### src/rtl/trace_renderer_if.sv
// VGA pixel-stream bundle: raster position, sync/blank flags and 12-bit rgb.
// The renderer takes one of these on its input side and drives another on its output side.
interface vga_if;
    logic [10:0] hcount;
    logic [10:0] vcount;
    logic        hsync;
    logic        vsync;
    logic        hblnk;
    logic        vblnk;
    logic [11:0] rgb;

    modport in  (input  hcount, vcount, hsync, vsync, hblnk, vblnk, rgb);
    modport out (output hcount, vcount, hsync, vsync, hblnk, vblnk, rgb);
endinterface

### src/rtl/trace_renderer.sv
// Oscilloscope overlay: window border, grid and CHANNELS traces read from a sample RAM, 3-clk latency.
// Define TRACE_FILL_EN for continuous traces (vertical fill between columns); default build draws dots.

module trace_lane #(
    parameter int SAMPLE_W = 12,
    parameter int WIN_Y    = 100,
    parameter int WIN_H    = 256
)(
    input  logic                clk,
    input  logic                rst,
    input  logic [SAMPLE_W-1:0] i_sample,
    input  logic [3:0]          i_shift,
    input  logic signed [10:0]  i_yoff,
    input  logic                i_col_ok,
    input  logic                i_hblnk,
    input  logic [10:0]         i_vcount,
    input  logic                i_en,
    output logic                o_hit
);
    localparam logic signed [SAMPLE_W:0] MID   = (SAMPLE_W+1)'(2**(SAMPLE_W-1));
    localparam logic signed [12:0]       Y_MID = 13'(WIN_Y + WIN_H/2);

    logic signed [SAMPLE_W:0] w_diff, w_d;
    logic signed [12:0]       w_y, w_v;
    logic signed [12:0]       r_y;
    logic                     w_on;

    // S1: offset-binary sample to screen row; larger sample sits higher on screen
    assign w_diff = $signed({1'b0, i_sample}) - MID;
    assign w_d    = w_diff >>> i_shift;
    assign w_y    = Y_MID - 13'(w_d) - 13'(i_yoff);
    assign w_v    = $signed({2'b00, i_vcount});

    always_ff @(posedge clk) begin
        if (rst) r_y <= '0;
        else     r_y <= w_y;
    end

`ifdef TRACE_FILL_EN
    logic signed [12:0] r_yp, w_lo, w_hi;
    logic               r_pok;

    // Previous column's row is kept even when it was off-window or disabled
    always_ff @(posedge clk) begin
        if (rst) begin
            r_yp  <= '0;
            r_pok <= 1'b0;
        end else begin
            r_yp  <= r_y;
            r_pok <= i_col_ok && !i_hblnk;
        end
    end

    assign w_lo = (r_y < r_yp) ? r_y : r_yp;
    assign w_hi = (r_y < r_yp) ? r_yp : r_y;
    assign w_on = r_pok ? (w_v >= w_lo && w_v <= w_hi) : (w_v == r_y);
`else
    logic w_unused;
    assign w_unused = i_hblnk;
    assign w_on     = (w_v == r_y);
`endif

    assign o_hit = i_en && i_col_ok && w_on;
endmodule

module trace_renderer #(
    parameter int          CHANNELS = 2,
    parameter int          SAMPLE_W = 12,
    parameter int          DEPTH    = 256,
    parameter int          WIN_X    = 64,
    parameter int          WIN_Y    = 100,
    parameter int          WIN_W    = 256,
    parameter int          WIN_H    = 256,
    parameter int          GRID     = 32,
    parameter logic [47:0] CH_COLOR = {12'h0F0, 12'hF0F, 12'h0FF, 12'hAA0},
    localparam int         AW       = $clog2(DEPTH)
)(
    input  logic                         clk,
    input  logic                         rst,
    vga_if.in                            in,
    vga_if.out                           out,
    output logic [AW-1:0]                rd_addr,
    input  logic [CHANNELS*SAMPLE_W-1:0] rd_data,
    input  logic signed [10:0]           x_off,
    input  logic signed [10:0]           y_off,
    input  logic [3:0]                   scale_shift,
    input  logic [CHANNELS-1:0]          ch_en
);
    localparam logic [10:0] X0     = 11'(WIN_X);
    localparam logic [10:0] X1     = 11'(WIN_X + WIN_W - 1);
    localparam logic [10:0] Y0     = 11'(WIN_Y);
    localparam logic [10:0] Y1     = 11'(WIN_Y + WIN_H - 1);
    localparam logic [10:0] GMASK  = 11'(GRID - 1);
    localparam logic [4:0]  SH_MAX = 5'(SAMPLE_W - 1);

    typedef struct packed {
        logic [10:0] h;
        logic [10:0] v;
        logic        hs;
        logic        vs;
        logic        hb;
        logic        vb;
        logic [11:0] rgb;
    } tim_t;

    tim_t                  w_t0, r_t1, r_t2;
    logic                  r_ok1, r_ok2;
    logic                  r_vb_d;
    logic signed [10:0]    r_xoff, r_yoff;
    logic [3:0]            r_shift;
    logic [CHANNELS-1:0]   r_en;
    logic signed [12:0]    w_idx;
    logic                  w_col_ok;
    logic [CHANNELS-1:0]   w_hit;
    logic                  w_incol, w_inrow, w_border, w_grid;
    logic [10:0]           w_hoff, w_voff;
    logic [11:0]           w_rgb;

    // View settings only move on the vblank rising edge so a frame never tears
    always_ff @(posedge clk) begin
        if (rst) begin
            r_vb_d  <= 1'b0;
            r_xoff  <= '0;
            r_yoff  <= '0;
            r_shift <= '0;
            r_en    <= '0;
        end else begin
            r_vb_d <= in.vblnk;
            if (in.vblnk && !r_vb_d) begin
                r_xoff  <= x_off;
                r_yoff  <= y_off;
                r_shift <= ({1'b0, scale_shift} > SH_MAX) ? SH_MAX[3:0] : scale_shift;
                r_en    <= ch_en;
            end
        end
    end

    // S0: sample index for this column; out-of-range columns are masked, never wrapped
    assign w_t0     = {in.hcount, in.vcount, in.hsync, in.vsync, in.hblnk, in.vblnk, in.rgb};
    assign w_idx    = $signed({2'b00, in.hcount}) - 13'(WIN_X) + 13'(r_xoff);
    assign w_col_ok = (in.hcount >= X0) && (in.hcount <= X1) && !w_idx[12]
                      && (w_idx < $signed(13'(DEPTH)));
    assign rd_addr  = rst ? '0 : w_idx[AW-1:0];

    always_ff @(posedge clk) begin
        if (rst) begin
            r_t1  <= '0;
            r_t2  <= '0;
            r_ok1 <= 1'b0;
            r_ok2 <= 1'b0;
        end else begin
            r_t1  <= w_t0;
            r_t2  <= r_t1;
            r_ok1 <= w_col_ok;
            r_ok2 <= r_ok1;
        end
    end

    for (genvar c = 0; c < CHANNELS; c++) begin : g_lane
        trace_lane #(.SAMPLE_W(SAMPLE_W), .WIN_Y(WIN_Y), .WIN_H(WIN_H)) u_lane (
            .clk      (clk),
            .rst      (rst),
            .i_sample (rd_data[c*SAMPLE_W +: SAMPLE_W]),
            .i_shift  (r_shift),
            .i_yoff   (r_yoff),
            .i_col_ok (r_ok2),
            .i_hblnk  (r_t2.hb),
            .i_vcount (r_t2.v),
            .i_en     (r_en[c]),
            .o_hit    (w_hit[c])
        );
    end

    // S2: compose overlay
    assign w_incol  = (r_t2.h >= X0) && (r_t2.h <= X1);
    assign w_inrow  = (r_t2.v >= Y0) && (r_t2.v <= Y1);
    assign w_hoff   = r_t2.h - X0;
    assign w_voff   = r_t2.v - Y0;
    assign w_border = w_incol && w_inrow &&
                      (r_t2.h == X0 || r_t2.h == X1 || r_t2.v == Y0 || r_t2.v == Y1);
    assign w_grid   = w_incol && w_inrow &&
                      ((w_hoff & GMASK) == 11'd0 || (w_voff & GMASK) == 11'd0);

    always_comb begin
        w_rgb = r_t2.rgb;
        if (!r_t2.hb && !r_t2.vb) begin
            if (w_grid)   w_rgb = 12'h444;
            if (w_border) w_rgb = 12'hFFF;
            // Walk down so channel 0 is applied last and wins
            for (int c = CHANNELS - 1; c >= 0; c--)
                if (w_hit[c] && w_inrow) w_rgb = CH_COLOR[c*12 +: 12];
        end
    end

    always_ff @(posedge clk) begin
        if (rst) begin
            out.hcount <= '0;
            out.vcount <= '0;
            out.hsync  <= 1'b0;
            out.vsync  <= 1'b0;
            out.hblnk  <= 1'b0;
            out.vblnk  <= 1'b0;
            out.rgb    <= '0;
        end else begin
            out.hcount <= r_t2.h;
            out.vcount <= r_t2.v;
            out.hsync  <= r_t2.hs;
            out.vsync  <= r_t2.vs;
            out.hblnk  <= r_t2.hb;
            out.vblnk  <= r_t2.vb;
            out.rgb    <= w_rgb;
        end
    end
endmodule

### src/flat_wrapper.sv
// flat-port wrapper written by rule: the top's interface ports become plain ports
module trace_renderer_flat 
#(
    parameter int          CHANNELS = 2,
    parameter int          SAMPLE_W = 12,
    parameter int          DEPTH    = 256,
    parameter int          WIN_X    = 64,
    parameter int          WIN_Y    = 100,
    parameter int          WIN_W    = 256,
    parameter int          WIN_H    = 256,
    parameter int          GRID     = 32,
    parameter logic [47:0] CH_COLOR = {12'h0F0, 12'hF0F, 12'h0FF, 12'hAA0},
    localparam int         AW       = $clog2(DEPTH)
)
  (clk, rst, rd_addr, rd_data, x_off, y_off, scale_shift, ch_en, in_hcount, in_vcount, in_hsync, in_vsync, in_hblnk, in_vblnk, in_rgb, out_hcount, out_vcount, out_hsync, out_vsync, out_hblnk, out_vblnk, out_rgb);
  vga_if in_i ();
  vga_if out_i ();
  input  logic clk;
  input  logic rst;
  output logic [AW-1:0] rd_addr;
  input  logic [CHANNELS*SAMPLE_W-1:0] rd_data;
  input  logic signed [10:0] x_off;
  input  logic signed [10:0] y_off;
  input  logic [3:0] scale_shift;
  input  logic [CHANNELS-1:0] ch_en;
  input wire logic [$bits(in_i.hcount)-1:0] in_hcount;
  input wire logic [$bits(in_i.vcount)-1:0] in_vcount;
  input wire logic [$bits(in_i.hsync)-1:0] in_hsync;
  input wire logic [$bits(in_i.vsync)-1:0] in_vsync;
  input wire logic [$bits(in_i.hblnk)-1:0] in_hblnk;
  input wire logic [$bits(in_i.vblnk)-1:0] in_vblnk;
  input wire logic [$bits(in_i.rgb)-1:0] in_rgb;
  output wire logic [$bits(out_i.hcount)-1:0] out_hcount;
  output wire logic [$bits(out_i.vcount)-1:0] out_vcount;
  output wire logic [$bits(out_i.hsync)-1:0] out_hsync;
  output wire logic [$bits(out_i.vsync)-1:0] out_vsync;
  output wire logic [$bits(out_i.hblnk)-1:0] out_hblnk;
  output wire logic [$bits(out_i.vblnk)-1:0] out_vblnk;
  output wire logic [$bits(out_i.rgb)-1:0] out_rgb;
  assign in_i.hcount = in_hcount;
  assign in_i.vcount = in_vcount;
  assign in_i.hsync = in_hsync;
  assign in_i.vsync = in_vsync;
  assign in_i.hblnk = in_hblnk;
  assign in_i.vblnk = in_vblnk;
  assign in_i.rgb = in_rgb;
  assign out_hcount = out_i.hcount;
  assign out_vcount = out_i.vcount;
  assign out_hsync = out_i.hsync;
  assign out_vsync = out_i.vsync;
  assign out_hblnk = out_i.hblnk;
  assign out_vblnk = out_i.vblnk;
  assign out_rgb = out_i.rgb;
  trace_renderer #(.CHANNELS(CHANNELS), .SAMPLE_W(SAMPLE_W), .DEPTH(DEPTH), .WIN_X(WIN_X), .WIN_Y(WIN_Y), .WIN_W(WIN_W), .WIN_H(WIN_H), .GRID(GRID), .CH_COLOR(CH_COLOR)) u_core (.clk(clk), .rst(rst), .in(in_i), .out(out_i), .rd_addr(rd_addr), .rd_data(rd_data), .x_off(x_off), .y_off(y_off), .scale_shift(scale_shift), .ch_en(ch_en));
endmodule
### config.mk
export PLATFORM = sky130hd
export DESIGN_NAME = trace_renderer_flat
export DESIGN_NICKNAME = d
export VERILOG_FILES = /design/src/rtl/trace_renderer_if.sv /design/src/rtl/trace_renderer.sv /design/src/flat_wrapper.sv
export SDC_FILE = /design/constraint.sdc
export NUM_CORES = 1
export LEC_CHECK = 0
export CAP_MARGIN = 20
export CORE_MARGIN = 4
export CORE_UTILIZATION = 41
export CTS_CLUSTER_SIZE = 12
export DETAILED_ROUTE_END_ITERATION = 7
export PLACE_DENSITY = 0.61
export SYNTH_ARGS = -nofsm -noshare
export SYNTH_HDL_FRONTEND = slang
export SYNTH_SLANG_ARGS = --single-unit
### constraint.sdc
create_clock -name clk -period 4.9 [get_ports clk]
set_clock_uncertainty 0.15 [all_clocks]
set_input_delay 0.98 -clock clk [delete_from_list [all_inputs] [get_ports clk]]
set_output_delay 0.98 -clock clk [all_outputs]
set_load 0.1 [all_outputs]
# Word level (Yosys, flattened, before mapping)
# Cells that the tools add are included.
# W data, S select, Z words.
# op_classes
n_addsub,10
mul,0
div_mod_pow,0
n_lt_le_gt_ge,8
n_eq_ne,6
shift,2
muxes,7
bitwise_logic,0
n_reduce_logical,26
# op_table
operator,n
$mux W12,5
$ge A11 B7 Y1 const B,3
$le A11 B9 Y1 const B,3
$eq A12 B13 Y1,2
$sshr A13 B4 Y13,2
$sub A12 B12 Y13 const B,2
$sub A13 B11 Y13,2
$sub A9 B13 Y13 const A,2
$eq A11 B7 Y1 const B,2
$eq A11 B9 Y1 const B,2
$logic_not A11 Y1,2
$logic_and A1 B1 Y1,16
$add A12 B11 Y13,1
$lt A13 B10 Y1 const B,1
$sub A11 B7 Y12 const B,1
$mux W8,1
$sub A5 B1 Y5 const B,1
$sub A5 B3 Y5 const B,1
$gt A4 B4 Y1 const B,1
$logic_not A1 Y1,4
$logic_or A1 B1 Y1,4
$mux W4,1
# word_totals
reg_bits,170
latch_bits,0
ramBits,0
romBits,0
in_bits,92
output_inout_bits,46
word_cells,88
mem_count,0

# Longest topological paths before layout
# Gate-level depths: netlist of the first run.
# logic_depth
word_depth,9
ltp_mapped,17
ltp_nobuf,15

# Cells and area by module
# A second synthesis of the first run with hierarchy kept.
# hier_totals
hier_cells,907
hier_area_um2,8391.8
# modules_own_cells
mod,n_inst,cells_each,area_each_um2,seq_area_each_um2
trace_renderer,1,523,5133.7,2882.8
trace_lane,2,192,1629.1,260.2

# Least setup slack after synthesis of the first run
# No wires, ideal clock.
# synth_timing
path_type,input -> output
startpoint,in in_hcount[0]
endpoint,out rd_addr[4]
arrival_time_ps,3981
required_ps,3770
slack_ps,-211
cell_stages,6
n_path_buf,0
path_cell_list,ha_1 > inv_1 > fa_1 > nor2b_1 > o21ai_0 > a211oi_1
# synth_between
elab_chain_len,3
# synth_lines
item,line,text
start: declaration,flat_wrapper.sv:26,input wire logic [$bits(in_i.hcount)-1:0] in_hcount;
$sub A11 B7 Y12,trace_renderer.sv:140,"assign w_idx = $signed({2'b00, in.hcount}) - 13'(WIN_X) + 13'(r_xoff);"
$add A12 B11 Y13,trace_renderer.sv:140,
$mux W8,trace_renderer.sv:143,assign rd_addr = rst ? '0 : w_idx[AW-1:0];
end: declaration,flat_wrapper.sv:20,output logic [AW-1:0] rd_addr;
# Every way passes these cells.

# Worst setup path after layout of the first run
# layout_timing
startpoint,in in_hcount[3]
endpoint,out rd_addr[7]
# Same word-level chain as after synthesis.

==> flow_metrics.py, run 1 <==
metrics = {
    "yosys": {
        "synth_top_family_by_area": "simple AND/OR/NAND/NOR gates",
        "synth.largest_area_cell": "dfxtp_1",
        "avgSynthCellArea_sq_um": 8.96,
        "ys_types": 61,
        "synth_flop_cell": "dfxtp_1",
        "netlist.area_leader.share_pct": 40.8,
        "synth_compound_gate_area_share_pct": 14.9,
        "async_flop_share_pct": 0,
        "ys_ff_latch": 170,
        "syn_inst": 930,
        "synth-xor-area-share_pct": 4.31,
        "ys_seq_area_share_pct": 40.8,
        "synth-edff-count": 0,
        "yosys-top-cells-area": "dfxtp_1 (41%), ha_1 (9.3%), nor2b_1 (8.9%), a21oi_1 (4.3%), nand2_1 (4.2%)",
        "synthAdderAreaFrac_pct": 10.0,
        "synth-simple-area-share_pct": 21.2,
        "synthMuxAreaShare_pct": 4.86,
        "synthesis.area_sq_um": 8340,
        "netlist_top_cells_count": "dfxtp_1 (170), nor2b_1 (119), nand2_1 (93)",
        "ys_warn_count": 0,
        "synth_nets": 1087,
        "synth.most_common_cell": "dfxtp_1",
    },
    "clock_network": {
        "clk_pin_slew_ps": 70,
        "ctsHoldBuffers": 0,
        "cts.sinks": 170,
        "htreeDepth": 4,
        "worstSkewPairLatency_ps": 430,
        "cts_resized": 0,
        "root_buffer": "clkbuf_16",
        "cts.path.max_buffers": 2,
        "postCtsSetupBuffers": 0,
        "cts_buffers": 17,
        "cts_tree": "done",
    },
    "sta": {
        "fin_crit_sh_pct": 91.3,
        "final_max_slew_viol_count": 0,
        "hold_viol_final": 0,
        "rsz0062_at_grt": "false",
        "setup_viol": 0,
        "max_freq_mhz": 224,
        "worstMarginPinSlew_ps": 1010,
        "worst_slack_ps": 428,
        "layout_min_cycle_time_ps": 4470,
        "tns_ps": 0,
        "max_slew_margin_pct": 32.6,
    },
    "critical_path": {
        "cp-end-kind": "output port",
        "critPathMaxStageDelay_ps": 520,
        "path_cells": "clkdlybuf4s50_1 > ha_1 > a21o_1 > a221oi_1 > o21bai_1 > a21oi_1 > xor2_1 > nor2_1 > buf_12",
        "critPathRequiredTime_ps": 3770,
        "arrival_ps": 3340,
        "timing.critical_path.buf_inv": 2,
        "start_kind": "primary input",
        "critical_path_class": "primary input to output port",
        "cp_max_fo": 5,
        "crit_family": "compound AO/OA/AOI/OAI gates",
        "crit_slowest_cell": "clkdlybuf4s50_1",
    },
    "run_status": {
        "outcome": "finished, final reports clean",
    },
    "placement": {
        "dpl.hpwl_microns": 14500,
        "dpl_worst_slack_ps": 103,
        "portBuffers": 137,
        "place_area_sq_um": 9990,
        "routabilityCongestion": 0.855,
        "dp.cells": 1298,
    },
    "detailed_routing": {
        "drc_errors": 0,
        "dr.pass1.iters": 4,
        "drt_iter0_drc": 291,
        "vias": 6504,
        "antenna_left": 0,
        "viasPerCell": 4.89,
        "routedWlPerCell_microns": 13.9,
        "wl_microns": 18500,
    },
    "final_layout": {
        "nets": 1209,
        "multi_input_area_sq_um": 4620,
        "areaGrowthSynthToFinish_pct": 27.3,
        "seqCellArea_sq_um": 3400,
        "final_cells": 1330,
        "drive_gt1_share_pct": 8.26,
        "diodes": 0,
        "n_fill_cell": 1830,
        "final_area_sq_um": 10600,
    },
    "global_routing": {
        "grt_pass1_wl_microns": 30100,
        "grt_max_degree": 105,
        "grt_overflow": 0,
        "grt_use_total_pct": 16.7,
        "antenna_found_initial": 0,
        "grt_pass1_vias": 6128,
    },
    "pwr": {
        "vdd_drop_max_mv": 0.258,
        "power.density_nw_per_um2": 376,
        "cellLeakagePower_uw": 0.00418,
    },
    "die": {
        "io_pins": 138,
        "num_rows": 51,
        "coreArea_sq_um": 19700,
        "dieArea_sq_um": 22700,
        "initial_core_util_pct": 42.3,
        "die_x_microns": 151,
        "die_h_microns": 151,
    },
    "worst_hold_path": {
        "hold_path.class": "flip-flop to flip-flop",
    },
    "run": {
        "drv_cap": 0,
    },
}
cell usage in the layout (no fill, tap or decap), types with 7 or more instances in the layout:
| cell | n |
|---|---|
| a211oi_1 | 13 |
| mux2i_1 | 18 |
| clkbuf_16 | 17 |
| inv_1 | 39 |
| nor3_1 | 9 |
| o21ai_0 | 34 |
| o21a_1 | 15 |
| o22ai_1 | 7 |
| ha_1 | 62 |
| a21o_1 | 8 |
| a21oi_1 | 72 |
| xor2_1 | 7 |
| dfxtp_1 | 170 |
| mux2_2 | 20 |
| nor2b_1 | 118 |
| clkdlybuf4s50_1 | 128 |
| nor2_1 | 67 |
| buf_4 | 14 |
| nand4_1 | 15 |
| xnor2_1 | 34 |
| nand2_1 | 93 |
| nor3b_1 | 8 |
state kept, by name, indices dropped and copies added, names as in the netlist, 2 cells and up:
register	count
u_core.g_lane.u_lane.r_y	26
u_core.out.hcount	11
u_core.out.rgb	12
u_core.out.vcount	11
u_core.r_en	2
u_core.r_shift	4
u_core.r_t1	38
u_core.r_t2	38
u_core.r_xoff	11
u_core.r_yoff	11
through the flow:
step / utilization [%] / hold WS (ps) / total power [uW]
floorplan: - / 264 / 2370
global placement: 50.6 / 268 / 2650
detailed placement: 50.6 / 270 / 2660
CTS: 53.8 / 285 / 4040
global route: 53.8 / 297 / 4240
finish: 53.8 / 279 / 3990
logic make-up after synthesis:
| logic type | Yosys count |
|---|---|
| simple gates | 343 |
| compound gates | 189 |
| flops | 170 |
| buf+inv | 84 |
| fa+ha+maj | 65 |
| xor+xnor | 41 |
| mux | 38 |
cell type report:
type                    instances  share of cell area, %
clock buffers                  17                   4.01
clock inverters                15                   1.91
inverters                      40                   1.41
multi-input cells             676                   43.6
flip-flops and latches        170                   32.1
well taps                     265                   3.12
repair buffers                147                   13.9
layer usage:
metal  vias to the layer above  wire length [microns]  track usage, %
met5                         -                      0               0
met3                        13                    766            3.91
met2                       147                   8300            25.9
met4                         0                    184            4.03
met1                      2918                   9280            23.5
li1                       3426                      -               -
where the power goes:
part / switching, uW / total, uW / internal [uW] / leakage [uW]
registers: 68.6 / 1570 / 1500 / 0.00140
logic: 572 / 1050 / 481 / 0.00247
clock network: 624 / 1370 / 741 / 0.000305
total: 1260 / 3990 / 2720 / 0.00418
final timing paths:
path / cells after the start / endpoint / from / slack (ps)
max: 9 / rd_addr[7] / in_hcount[3] / 430
min: 1 / u_core.r_t2[34]$_SDFF_PP0_ / u_core.r_t1[34]$_SDFF_PP0_ / 280
max reg2reg: 15 / u_core.g_lane[1].u_lane.r_y[11]$_SDFF_PP0_ / u_core.r_shift[1]$_SDFFE_PP0P_ / 690
min reg2reg: 1 / u_core.r_t2[34]$_SDFF_PP0_ / u_core.r_t1[34]$_SDFF_PP0_ / 280
(Power assumes the default switching activity.)
==> run 2, diff against run 1 <==
ABC_AREA = 1   (was not set)
ABC_CLOCK_PERIOD_IN_PS = 4900   (was not set)
==> run 2 against run 1 <==
Effect of this change:
- register-to-register slack better by 780 ps
- largest power group unchanged
- global-route usage up 0.85 points
- setup slack gained 240 ps
- largest cell class unchanged
- die area grew 1.3%
- non-clock buffer count fell by 3
- highest routed layer unchanged
- clock-buffer cell count grew 1
- flip-flop and latch count did not move
- synthesized cell count is 24% higher
- sequential share of layout area down 0.27 points
- critical path depth increased by 3
==> flow_metrics.py, run 2 <==
metrics = {
    "run_status": {
        "outcome": "finished, final reports clean",
    },
    "die": {
        "coreArea_sq_um": 20200,
        "die_h_microns": 152,
        "io_pins": 138,
        "initial_core_util_pct": 41.8,
        "num_rows": 52,
        "dieArea_sq_um": 23000,
        "die_x_microns": 152,
    },
    "yosys": {
        "synth-edff-count": 0,
        "netlist_top_cells_count": "nor2_1 (197), inv_1 (191), dfxtp_1 (170)",
        "ys_warn_count": 0,
        "avgSynthCellArea_sq_um": 7.33,
        "async_flop_share_pct": 0,
        "synth_flop_cell": "dfxtp_1",
        "syn_inst": 1153,
        "synth.largest_area_cell": "dfxtp_1",
        "ys_ff_latch": 170,
        "ys_types": 42,
        "netlist.area_leader.share_pct": 40.3,
        "synth.most_common_cell": "nor2_1",
        "synth_nets": 1310,
        "yosys-top-cells-area": "dfxtp_1 (40%), ha_1 (9.2%), nor2_1 (8.7%), inv_1 (8.5%), nand2_1 (6.7%)",
        "ys_seq_area_share_pct": 40.3,
        "synthesis.area_sq_um": 8450,
    },
    "sta": {
        "worstMarginPinSlew_ps": 1000,
        "fin_crit_sh_pct": 86.3,
        "max_slew_margin_pct": 33.1,
        "layout_min_cycle_time_ps": 4230,
        "setup_viol": 0,
        "rsz0062_at_grt": "false",
        "final_max_slew_viol_count": 0,
        "hold_viol_final": 0,
        "max_freq_mhz": 237,
        "tns_ps": 0,
    },
    "pwr": {
        "p_seq_share_pct": 38.7,
        "sw_frac_of_total_pct": 34.7,
        "p_total_uw": 4050,
        "pwr-share-clk_pct": 33.0,
        "power.density_nw_per_um2": 379,
        "p_sw_uw": 1410,
        "p_int_uw": 2650,
        "p_comb_share_pct": 28.3,
        "cellLeakagePower_uw": 0.00488,
        "vdd_drop_max_mv": 0.259,
    },
    "final_layout": {
        "final_area_sq_um": 10700,
        "reg_top3": "u_core.r_t1 (38), u_core.r_t2 (38), u_core.g_lane.u_lane.r_y (26)",
        "nets": 1435,
        "mostFrequentLayoutCells": "nor2_1 (197), inv_1 (191), dfxtp_1 (170)",
        "drive_gt1_share_pct": 5.19,
        "n_fill_cell": 2027,
        "final_common_cell": "nor2_1",
        "areaGrowthSynthToFinish_pct": 26.6,
        "diodes": 0,
    },
    "detailed_routing": {
        "wl_microns": 20000,
        "viasPerCell": 4.61,
        "vias": 7190,
        "dr.pass1.iters": 5,
        "drc_errors": 0,
        "routedWlPerCell_microns": 12.8,
        "antenna_left": 0,
        "drt_iter0_drc": 261,
    },
    "global_routing": {
        "grt_use_total_pct": 17.5,
        "antenna_found_initial": 0,
        "grt_max_degree": 65,
        "grt_overflow": 0,
        "grt_pass1_vias": 6519,
        "grt_pass1_wl_microns": 32100,
    },
    "clock_network": {
        "clk_pin_slew_ps": 70,
        "cts_resized": 0,
        "htreeDepth": 4,
        "worstSkewPairLatency_ps": 430,
        "cts_buffers": 17,
        "cts.sinks": 170,
        "root_buffer": "clkbuf_16",
        "cts.path.max_buffers": 2,
        "postCtsSetupBuffers": 0,
        "ctsHoldBuffers": 0,
        "cts_tree": "done",
    },
    "critical_path": {
        "critical_path_class": "primary input to output port",
        "arrival_ps": 3100,
        "critPathRequiredTime_ps": 3770,
        "start_kind": "primary input",
        "cp_max_fo": 4,
        "cp-end-kind": "output port",
    },
    "placement": {
        "dpl.hpwl_microns": 15500,
        "routabilityCongestion": 0.876,
        "portBuffers": 137,
        "place_area_sq_um": 10100,
    },
    "run": {
        "drv_cap": 0,
    },
    "worst_hold_path": {
        "hold_path.class": "flip-flop to flip-flop",
    },
}
[run 2: cell types whose count changed in the layout (fill, tap and decap cells not counted), sizes merged, moves of 6 or more]
cell,delta
a211oi,-10
nor3b,-8
inv,+156
nand4,-6
o21a,-13
nand3,+42
o21ai,+71
nor2b,-119
nor2,+132
mux2i,-14
mux2,-20
a21oi,+6
nand2,+62
xnor2,-14
[run 2: worst max-delay path, stage by stage]
cell and delay [ps]:
clkdlybuf4s50_1 500, ha_1 220, inv_1 80, fa_1 350
inv_1 90, nand3_1 70, nand2_1 140, nand2_1 60
nand2_1 50, a21oi_1 70, a21oi_1 260, buf_12 210
[run 2: per-stage QoR]
step / utilization [%] / setup slack, ps / hold WS [ps] / instances
4_1_cts: 52.9 / 676 / 244 / 1561
2_1_floorplan: - / 325 / 238 / 1153
3_5_place_dp: 49.9 / 700 / 242 / 1529
5_1_grt: 52.9 / 548 / 253 / 1561
6_report: 52.9 / 672 / 247 / 1561
3_3_place_gp: 49.9 / 697 / 240 / 1529
[run 2: cell type report]
cell class / count / area, sq um / area share [%]
Sequential cell: 170 / 3400 / 31.8
Multi-Input combinational cell: 747 / 4150 / 38.7
Timing Repair Buffer: 144 / 1460 / 13.7
Clock buffer: 18 / 439 / 4.10
Inverter: 198 / 743 / 6.94
Tap cell: 270 / 338 / 3.16
Clock inverter: 14 / 169 / 1.58
[run 2: worst paths after layout]
path | startpoint | end | slack (ps) | depth (start not counted)
worst max-delay path | in_hcount[0] | rd_addr[6] | 670 | 12
worst min-delay path | u_core.r_t1[27]$_SDFF_PP0_ | u_core.r_t2[27]$_SDFF_PP0_ | 250 | 2
worst max register to register | u_core.r_shift[0]$_SDFFE_PP0P_ | u_core.g_lane[1].u_lane.r_y[9]$_SDFF_PP0_ | 1470 | 14
worst min register to register | u_core.r_t1[27]$_SDFF_PP0_ | u_core.r_t2[27]$_SDFF_PP0_ | 250 | 2
[run 2: power by group through the flow]
stage	Combinational [uW]	Sequential, uW	Clock (uW)
2_1_floorplan	765	1650	0
3_3_place_gp	1140	1600	0
5_1_grt	1300	1580	1420
3_5_place_dp	1140	1600	0
6_report	1150	1570	1340
4_1_cts	1150	1570	1370
[run 2: per-layer routing]
layer	vias to the layer above	track usage (%)	routed length, microns
li1	3915	-	-
met1	3088	24.0	9800
met2	170	28.3	8950
met3	17	3.69	1000
met4	0	4.54	242
met5	-	0	0
[run 2: logic make-up after synthesis]
family,Yosys count,synth area share [%]
flops,170,40.3
mux,4,0.474
xor+xnor,30,3.11
buf+inv,236,10.7
compound gates,223,14.8
fa+ha+maj,65,9.89
simple gates,425,20.8
==> run 3, diff against run 2 <==
CAP_MARGIN = not set   (was 20)
==> results of run 3 <==
No change in the layout: final DEF, timing and power equal those of run 2.
